`config.mk`:
```
export PLATFORM = sky130hd
export DESIGN_NAME = sram_rd_arbiter_flat
export DESIGN_NICKNAME = d
export VERILOG_FILES = /design/src/rtl/sram_rd_arbiter_pkg.sv /design/src/rtl/sram_rd_arbiter_if.sv /design/src/rtl/sram_rd_arbiter_rr_arbiter.sv /design/src/rtl/sram_rd_arbiter.sv /design/src/flat_wrapper.sv
export SDC_FILE = /design/constraint.sdc
export NUM_CORES = 1
export LEC_CHECK = 0
export CORE_AREA = 4 4 98 137
export DETAILED_ROUTE_END_ITERATION = 10
export DIE_AREA = 0 0 102 141
export DONT_BUFFER_PORTS = 1
export SLEW_MARGIN = 20
export SYNTH_ARGS = -nofsm -noshare
export SYNTH_HDL_FRONTEND = slang
export SYNTH_HIERARCHICAL = 1
export SYNTH_SLANG_ARGS = --single-unit
export TNS_END_PERCENT = 5
```
`constraint.sdc`:
```
create_clock -name clk -period 2.9 [get_ports clk]
set_input_delay 0.58 -clock clk [delete_from_list [all_inputs] [get_ports clk]]
set_output_delay 0.58 -clock clk [all_outputs]
set_load 0.1 [all_outputs]
```
`src/rtl/sram_rd_arbiter_pkg.sv`:
```
// Shared widths and FSM encoding for the SRAM R0 read arbiter.
package genie_pkg;

  localparam int unsigned ADDR_W = 26;
  localparam int unsigned DATA_W = 32;
  localparam int unsigned LEN_W  = 8;

  localparam logic [0:0] ST_IDLE  = 1'b0;
  localparam logic [0:0] ST_BURST = 1'b1;

  // Index width for n clients; at least one bit so a single client still works.
  function automatic int unsigned idx_w(input int unsigned n);
    return (n > 1) ? $clog2(n) : 1;
  endfunction

endpackage

```
`src/rtl/sram_rd_arbiter_if.sv`:
```
// Client request/response bus plus the SRAM R0 read port seen by the arbiter.
interface sram_rd_arbiter_if #(
  parameter int unsigned NCLI   = 3,
  parameter int unsigned ADDR_W = genie_pkg::ADDR_W,
  parameter int unsigned DATA_W = genie_pkg::DATA_W,
  parameter int unsigned LEN_W  = genie_pkg::LEN_W
);

  logic [NCLI-1:0]        req_valid;
  logic [NCLI-1:0]        req_ready;
  logic [NCLI*ADDR_W-1:0] req_addr;
  logic [NCLI*LEN_W-1:0]  req_len;
  logic [NCLI-1:0]        rsp_valid;
  logic                   rsp_last;
  logic [DATA_W-1:0]      rsp_data;
  logic                   rvalid;
  logic                   rready;
  logic [ADDR_W-1:0]      raddr;
  logic [DATA_W-1:0]      rdata;

  modport master (
    output req_valid, req_addr, req_len, rready, rdata,
    input  req_ready, rsp_valid, rsp_last, rsp_data, rvalid, raddr
  );

  modport slave (
    input  req_valid, req_addr, req_len, rready, rdata,
    output req_ready, rsp_valid, rsp_last, rsp_data, rvalid, raddr
  );

endinterface

```
`src/rtl/sram_rd_arbiter_rr_arbiter.sv`:
```
// Combinational round-robin picker: search starts one past the last grant.
module rr_arbiter
  import genie_pkg::*;
#(
  parameter int unsigned NCLI  = 3,
  parameter int unsigned IDX_W = idx_w(NCLI)
) (
  input  logic [NCLI-1:0]  req,
  input  logic [IDX_W-1:0] last_grant,
  output logic [NCLI-1:0]  grant,
  output logic [IDX_W-1:0] winner,
  output logic             any
);

  logic [31:0] cand;

  always_comb begin
    grant  = '0;
    winner = '0;
    any    = 1'b0;
    cand   = '0;
    for (int unsigned i = 1; i <= NCLI; i++) begin
      cand = (32'(last_grant) + i) % NCLI;
      if (!any && req[IDX_W'(cand)]) begin
        any                = 1'b1;
        grant[IDX_W'(cand)] = 1'b1;
        winner             = IDX_W'(cand);
      end
    end
  end

endmodule

```
`src/rtl/sram_rd_arbiter.sv`:
```
// Arbitrates client burst reads onto the single SRAM R0 port, one burst at a time.
module sram_rd_arbiter
  import genie_pkg::*;
#(
  parameter int unsigned NCLI   = 3,
  parameter int unsigned ADDR_W = genie_pkg::ADDR_W,
  parameter int unsigned DATA_W = genie_pkg::DATA_W,
  parameter int unsigned LEN_W  = genie_pkg::LEN_W
) (
  input logic              clk,
  input logic              rst,
  sram_rd_arbiter_if.slave bus
);

  localparam int unsigned IDX_W = idx_w(NCLI);

  logic [0:0]        state;
  logic [ADDR_W-1:0] addr_q;
  logic [LEN_W-1:0]  beat_q;
  logic [NCLI-1:0]   grant_q;
  logic [IDX_W-1:0]  last_grant;
  logic [NCLI-1:0]   rsp_valid_q;
  logic              rsp_last_q;
  logic [DATA_W-1:0] rsp_data_q;

  logic [NCLI-1:0]   pick;
  logic [IDX_W-1:0]  winner;
  logic              any_req;
  logic [ADDR_W-1:0] sel_addr;
  logic [LEN_W-1:0]  sel_len;

  rr_arbiter #(
    .NCLI  (NCLI),
    .IDX_W (IDX_W)
  ) u_rr (
    .req        (bus.req_valid),
    .last_grant (last_grant),
    .grant      (pick),
    .winner     (winner),
    .any        (any_req)
  );

  always_comb begin
    sel_addr = '0;
    sel_len  = '0;
    for (int unsigned i = 0; i < NCLI; i++) begin
      if (winner == IDX_W'(i)) begin
        sel_addr = bus.req_addr[i*ADDR_W +: ADDR_W];
        sel_len  = bus.req_len[i*LEN_W +: LEN_W];
      end
    end
  end

  // Ready is combinational off the picker, so it must be masked while reset is held.
  assign bus.req_ready = (state == ST_IDLE && !rst) ? pick : '0;
  assign bus.rvalid    = (state == ST_BURST);
  assign bus.raddr     = addr_q;
  assign bus.rsp_valid = rsp_valid_q;
  assign bus.rsp_last  = rsp_last_q;
  assign bus.rsp_data  = rsp_data_q;

  always_ff @(posedge clk or posedge rst) begin
    if (rst) begin
      state       <= ST_IDLE;
      addr_q      <= '0;
      beat_q      <= '0;
      grant_q     <= '0;
      last_grant  <= IDX_W'(NCLI - 1);
      rsp_valid_q <= '0;
      rsp_last_q  <= 1'b0;
      rsp_data_q  <= '0;
    end else begin
      rsp_valid_q <= '0;
      rsp_last_q  <= 1'b0;
      if (state == ST_IDLE) begin
        if (any_req) begin
          addr_q     <= sel_addr;
          beat_q     <= sel_len;
          grant_q    <= pick;
          last_grant <= winner;
          state      <= ST_BURST;
        end
      end else if (bus.rready) begin
        rsp_data_q  <= bus.rdata;
        rsp_valid_q <= grant_q;
        rsp_last_q  <= (beat_q == '0);
        addr_q      <= addr_q + ADDR_W'(1);
        beat_q      <= beat_q - LEN_W'(1);
        if (beat_q == '0) state <= ST_IDLE;
      end
    end
  end

endmodule
```
`src/flat_wrapper.sv`:
```
// flat-port wrapper written by rule: the top's interface ports become plain ports
module sram_rd_arbiter_flat import genie_pkg::*;
#(
  parameter int unsigned NCLI   = 3,
  parameter int unsigned ADDR_W = genie_pkg::ADDR_W,
  parameter int unsigned DATA_W = genie_pkg::DATA_W,
  parameter int unsigned LEN_W  = genie_pkg::LEN_W
)
  (clk, rst, bus_req_valid, bus_req_addr, bus_req_len, bus_rready, bus_rdata, bus_req_ready, bus_rsp_valid, bus_rsp_last, bus_rsp_data, bus_rvalid, bus_raddr);
  sram_rd_arbiter_if #(.NCLI(NCLI), .ADDR_W(ADDR_W), .DATA_W(DATA_W), .LEN_W(LEN_W)) bus_i ();
  input logic clk;
  input logic rst;
  input wire logic [$bits(bus_i.req_valid)-1:0] bus_req_valid;
  input wire logic [$bits(bus_i.req_addr)-1:0] bus_req_addr;
  input wire logic [$bits(bus_i.req_len)-1:0] bus_req_len;
  input wire logic [$bits(bus_i.rready)-1:0] bus_rready;
  input wire logic [$bits(bus_i.rdata)-1:0] bus_rdata;
  output wire logic [$bits(bus_i.req_ready)-1:0] bus_req_ready;
  output wire logic [$bits(bus_i.rsp_valid)-1:0] bus_rsp_valid;
  output wire logic [$bits(bus_i.rsp_last)-1:0] bus_rsp_last;
  output wire logic [$bits(bus_i.rsp_data)-1:0] bus_rsp_data;
  output wire logic [$bits(bus_i.rvalid)-1:0] bus_rvalid;
  output wire logic [$bits(bus_i.raddr)-1:0] bus_raddr;
  assign bus_i.req_valid = bus_req_valid;
  assign bus_i.req_addr = bus_req_addr;
  assign bus_i.req_len = bus_req_len;
  assign bus_i.rready = bus_rready;
  assign bus_i.rdata = bus_rdata;
  assign bus_req_ready = bus_i.req_ready;
  assign bus_rsp_valid = bus_i.rsp_valid;
  assign bus_rsp_last = bus_i.rsp_last;
  assign bus_rsp_data = bus_i.rsp_data;
  assign bus_rvalid = bus_i.rvalid;
  assign bus_raddr = bus_i.raddr;
  sram_rd_arbiter #(.NCLI(NCLI), .ADDR_W(ADDR_W), .DATA_W(DATA_W), .LEN_W(LEN_W)) u_core (.clk(clk), .rst(rst), .bus(bus_i));
endmodule
```
Word level (Yosys, flattened, before mapping)
Index checks and enable logic that the tools add are counted.
{"block": "totals", "reg_bits": 76, "out_inout_bits": 66, "word_cells": 85}
{"block": "op_classes", "addsub": 5, "div_mod_pow": 3, "n_lt_le_gt_ge": 6, "eq_ne": 3, "n_mux": 42, "bitwise_logic": 3, "reduce_logical": 15}
{"operator": "$mux 26", "count": 6}
{"operator": "$mod 32x2->32 const B", "count": 3}
{"operator": "$mux 8", "count": 6}
{"operator": "$add 26x1->26 const B", "count": 1}
{"operator": "$mux 3", "count": 6}
{"operator": "$mux 1", "count": 15}
{"operator": "$lt 2x3->1 const B", "count": 3}
{"operator": "$logic_not 8->1", "count": 1}
{"operator": "$sub 8x1->8 const B", "count": 1}
{"operator": "$add 2x2->3 const B", "count": 2}
{"operator": "$bmux 1 s2", "count": 3}
{"operator": "$demux 1 s2", "count": 3}
{"operator": "$ge 2x1->1 const B", "count": 3}
{"operator": "$logic_and 1x1->1", "count": 6}
{"operator": "$mux 2", "count": 3}
{"operator": "$or 3x3->3", "count": 2}
{"operator": "$reduce_and 2->1", "count": 3}
{"operator": "$add 2x1->3 const B", "count": 1}
{"operator": "$logic_not 1->1", "count": 3}
{"operator": "$eq 2x1->1 const B", "count": 1}
{"operator": "$eq 2x2->1 const B", "count": 1}
{"operator": "$logic_not 2->1", "count": 1}
{"operator": "$ne 2x2->1 const B", "count": 1}
{"operator": "$reduce_bool 2->1", "count": 1}
{"operator": "$not 1->1", "count": 1}

Longest topological paths before layout
{"block": "depth", "depth_word": 17, "mapped_depth": 15}

By module
Netlist, hierarchy kept.
{"mod": "sram_rd_arbiter", "instances": 1, "cells_per_inst": 536, "area_each_um2": 4459.3}
{"mod": "rr_arbiter", "instances": 1, "cells_per_inst": 41, "area_each_um2": 297.8}

Worst setup path before layout
Ideal clock, no wire load.
{"block": "synth_path", "path_type": "register -> output", "from": "register u_core.last_grant[1]", "to": "output port bus_req_ready[0]", "arrival_time_ps": 2213, "required_ps": 2320, "slack_ps": 107, "path_stages_with_launch": 8, "path_cell_list": "dfstp_2 > inv_1 > ha_1 > nand2b_1 > o22ai_2 > mux2i_1 > o31ai_2 > and2_1"}
{"block": "synth_via", "elab_chain_cells": 12, "elab_cells_between_ends": 39, "cone_classes": "3 x add/sub; 3 x div; 6 x order compare; 18 x mux; 2 x bitwise; 7 x reduce/logical"}
{"item": "start: declaration", "line": "sram_rd_arbiter.sv:21", "rtl": "logic [IDX_W-1:0] last_grant;"}
{"item": "start signal: assignment", "line": "sram_rd_arbiter.sv:68", "rtl": "last_grant <= IDX_W'(NCLI - 1);"}
{"item": "start signal: assignment", "line": "sram_rd_arbiter.sv:80", "rtl": "last_grant <= winner;"}
{"item": "$add 2x1->3", "line": "sram_rd_arbiter_rr_arbiter.sv:23", "rtl": "cand = (32'(last_grant) + i) % NCLI;"}
{"item": "$mod 32x2->32", "line": "sram_rd_arbiter_rr_arbiter.sv:23"}
{"item": "$lt 2x3->1 (implied by the code) (tied with other cells)", "line": "sram_rd_arbiter_rr_arbiter.sv:26", "rtl": "grant[IDX_W'(cand)] = 1'b1;"}
{"item": "$logic_and 1x1->1 (implied by the code) or $mux 1 (tied branches)", "line": "sram_rd_arbiter_rr_arbiter.sv:26, sram_rd_arbiter_rr_arbiter.sv:24"}
{"item": "$mux 1, on equally long branches", "line": "sram_rd_arbiter_rr_arbiter.sv:26, sram_rd_arbiter_rr_arbiter.sv:24"}
{"item": "$demux 1 s2 or $logic_not 1->1 (tied branches)", "line": "sram_rd_arbiter_rr_arbiter.sv:26, sram_rd_arbiter_rr_arbiter.sv:24"}
{"item": "$mux 3 or $logic_and 1x1->1 (tied branches)", "line": "sram_rd_arbiter_rr_arbiter.sv:24", "rtl": "if (!any && req[IDX_W'(cand)]) begin"}
{"item": "$or 3x3->3 (no source line) or $mux 1 (tied branches)"}
{"item": "$mux 3 or $logic_not 1->1 (tied branches)", "line": "sram_rd_arbiter_rr_arbiter.sv:24"}
{"item": "$or 3x3->3 (no source line) or $logic_and 1x1->1 (tied branches)"}
{"item": "$mux 3 *", "line": "sram_rd_arbiter_rr_arbiter.sv:24"}
{"item": "net u_core.pick[0]", "line": "sram_rd_arbiter.sv:26", "rtl": "logic [NCLI-1:0] pick;"}
{"item": "$mux 3 *", "line": "sram_rd_arbiter.sv:55", "rtl": "assign bus.req_ready = (state == ST_IDLE && !rst) ? pick : '0;"}
{"item": "end: declaration", "line": "flat_wrapper.sv:18", "rtl": "output wire logic [$bits(bus_i.req_ready)-1:0] bus_req_ready;"}
Mark *: on every way through the listed nets, which the timed path passes. The rest lies on a longest branch. The select of a mux whose other input is x is not followed.

Worst setup path in the final report
{"block": "layout_path", "from": "register u_core.last_grant[1]", "to": "output port bus_req_ready[1]"}
The elaborated chain is that of the path after synthesis.

==> impl_metrics.env <==
export IMPL_grt_start_max_net_pins=41
export IMPL_fin_nets=745
export IMPL_wl_met3_mm=1.63
export IMPL_stdcell_area_um2=5670
export IMPL_first_pass_iters=5
export IMPL_ys_warn_count=6
export IMPL_syn_mean_instance_area_um2=8.24
export IMPL_io_pins=206
export IMPL_avgViaCountPerCell=5.89
export IMPL_drive_above_1_share=0.159
export IMPL_multi_input_area_um2=2750
export IMPL_wl_mm=15.8
export IMPL_post_drt_wl_per_cell_um=20.9
export IMPL_outcome="finished, final reports clean"
export IMPL_crit_path_end_kind="output port"
export IMPL_grt_pass1_vias=4460
export IMPL_total_power_uw=7360
export IMPL_wl_met1_mm=5.76
export IMPL_ys_flop_type="dfrtp_1"
export IMPL_synth_cells=577
export IMPL_num_vias=4433
export IMPL_port_buffers=0
export IMPL_finalCritPeriodShare=0.990
export IMPL_maxUsedRoutingLayer="met5"
export IMPL_arrival_ns=2.29
export IMPL_p_leak_uw=0.00252
export IMPL_setup_violations_final=0
export IMPL_dp_hpwl_mm=11.8
export IMPL_slew_headroom=0.317
export IMPL_drc=0
export IMPL_area_growth_syn_to_layout_pct=19.2
export IMPL_fp_row_count=48
export IMPL_cts_root_buf="clkbuf_16"
export IMPL_cts_sinks=76
export IMPL_ctsHoldBuffers=0
export IMPL_synth_edf_count=0
export IMPL_overflow=0
export IMPL_p_int_uw=3490
export IMPL_path_clk_slew_ns=0.06
export IMPL_async_flop_share=1.00
export IMPL_syn_area_um2=4760
export IMPL_synth_cell_types=61
export IMPL_slew_viol_final=0
export IMPL_finalNonFillerCells=753
export IMPL_syn_nets=724
export IMPL_seqPwrFrac=0.277
export IMPL_start_util=0.388
export IMPL_peakVddDrop_uv=852
export IMPL_rsz0062_at_grt="yes"
export IMPL_num_fill_cells=1196
export IMPL_htree_levels=3
export IMPL_core_area_um2=12300
export IMPL_drtIter0Drc=295
export IMPL_worstSetupStartpointType="flop"
export IMPL_wl_met2_mm=7.80
export IMPL_cts_tree="built"
export IMPL_hold_viol_final=0
export IMPL_die_area_um2=14400
export IMPL_grt_pass1_wl_mm=23.6
export IMPL_dpl_instance_area_um2=5200
export IMPL_grtUsageTotal=0.214
export IMPL_power_switching_uw=3870
export IMPL_period_minus_slack_ns=2.87
export IMPL_required_ns=2.32
export IMPL_antenna_left=0
export IMPL_cts_buffer_depth=2
export IMPL_worst_slew_pin_slew_ns=1.02
export IMPL_synth_seq_area_share=0.400
export IMPL_tns_ns=0
export IMPL_maxCapViolCount=0
export IMPL_hp_class="input port to async pin"
export IMPL_powerDensity_nw_per_um2=1300
export IMPL_die_x_um=102
export IMPL_cts_buffers=9
export IMPL_gp_congestion=0.951
export IMPL_fmax_mhz=348
export IMPL_holdWs_ns=0.210
export IMPL_seq_area_um2=1900
export IMPL_clock_latency_ns=0.34
export IMPL_worst_clock_skew_ns=0.00820
export IMPL_insertedDiodeCount=0
export IMPL_die_height_um=141
export IMPL_crit_type="flop to output port"
export IMPL_placed_cells=733
export IMPL_cp_max_fo=7
export IMPL_clkPwrFrac=0.171
export IMPL_comb_power_share=0.552
export IMPL_swShare=0.525
export IMPL_ys_ff_latch=76
export IMPL_antenna_found_initial=1
-- final cells by class --
cell class                 count  share of cell area
multi-input combinational    448               0.486
sequential                    76               0.336
timing repair buffer          48              0.0759
clock buffer                  13              0.0477
tap                          150              0.0331
clock inverter                 3              0.0119
inverter                      15              0.0101
-- registers in the layout, indices dropped and copies added, names as in the netlist --
register / flops
u_core/beat_q: 8
u_core/bus.raddr: 26
u_core/bus.rsp_data: 32
u_core/bus.rsp_last: 1
u_core/bus.rsp_valid: 3
u_core/bus.rvalid: 1
u_core/grant_q: 3
u_core/last_grant: 2
-- metal layers --
layer  vias to the layer above  global-route usage
met5                         -                   0
met4                         2              0.0947
met3                        47              0.0653
li1                       2052                   -
met1                      2037               0.237
met2                       295               0.369
-- stage by stage --
step,util,setup slack (ns)
after floorplan,-,0.107
after global placement,0.425,0.180
after detailed placement,0.425,0.0744
after CTS,0.458,0.00404
after global routing,0.463,-0.0493
final,0.463,0.0303
-- cells by family (layout without fill, tap and decap cells) --
family                   count (synthesis)  after routing  synth area share
flip-flops                              76             76             0.400
adder cells (fa/ha/maj)                  7              7            0.0184
XOR/XNOR                                14             14            0.0258
buffers and inverters                   53             79            0.0460
multiplexers                            47             47             0.100
AND/OR/NAND/NOR                        266            266             0.251
AO/OA/AOI/OAI                          114            114             0.158
-- critical path, stage by stage (launching register included) --
cell       delay [ns]
dfstp_2          0.59
ha_4             0.25
buf_6            0.14
nand3b_1         0.08
o2111ai_1        0.12
o32a_1           0.23
o22ai_2          0.19
and2_4           0.19
buf_12           0.16
-- layout by cell type, fill, tap and decap left out, types with 3 or more instances in the layout --
master	netlist	final
o211ai_1	20	20
nand3_1	14	14
and3_1	7	7
dfrtp_1	75	74
and4_1	3	3
a22oi_1	4	4
a21oi_1	13	13
ha_1	7	4
nand3b_1	3	3
nor3_1	9	9
xnor2_1	9	9
a311oi_1	3	3
nand4_1	9	9
buf_12	0	5
mux2i_1	44	42
nor2b_1	4	3
clkbuf_8	0	3
o21ai_0	33	33
o22ai_2	1	3
xor2_1	5	5
nand2_1	167	167
a211oi_1	8	8
o21ai_1	10	8
and2_4	0	3
nor4_1	4	4
clkbuf_16	0	9
buf_4	0	41
nor2_1	29	29
inv_1	15	13
-- power groups by stage --
stage	clock, µW	sequential, µW	combinational (µW)
5_1_grt	1340	2080	4360
6_report	1260	2040	4060
2_1_floorplan	0	3100	1840
3_3_place_gp	0	2040	3750
3_5_place_dp	0	2050	3850
4_1_cts	1290	2040	3950
-- final timing paths --
check	from	to	slack [ns]	cells past startpoint
worst max-delay path	u_core/last_grant[1]	bus_req_ready[1]	0.03	8
worst min-delay path	rst	u_core/grant_q[1]	0.21	1
worst max register to register	u_core/last_grant[1]	u_core/bus.raddr[23]	0.18	12
worst min register to register	u_core/grant_q[0]	u_core/grant_q[0]	0.47	2
max in group asynchronous	rst	u_core/bus.rsp_data[17]	1.94	2
min in group clk	bus_rdata[16]	u_core/bus.rsp_data[16]	0.34	2
-- repair_timing --
action | in CTS | in global routing
endpoints found under the setup margin | 3 | 4
setup buffers | 1 | 3
pin swaps | 2 | 9
resized for setup | 11 | 9
-- synth_stat cells (all sizes together), types with 5 or more instances --
library cell / n / area, µm²
a211oi: 8 / 60.1
a21oi: 14 / 73.8
and2: 5 / 31.3
and3: 7 / 43.8
buf: 15 / 76.3
clkbuf: 23 / 86.3
dfrtp: 75 / 1880
ha: 7 / 87.6
inv: 15 / 56.3
mux2i: 44 / 440
nand2: 167 / 627
nand3: 15 / 87.6
nand4: 10 / 68.8
nor2: 29 / 109
nor3: 9 / 45.0
o211ai: 20 / 150
o21ai: 44 / 224
xnor2: 9 / 78.8
xor2: 5 / 43.8
Note: power is estimated with default switching activity, not from simulation.
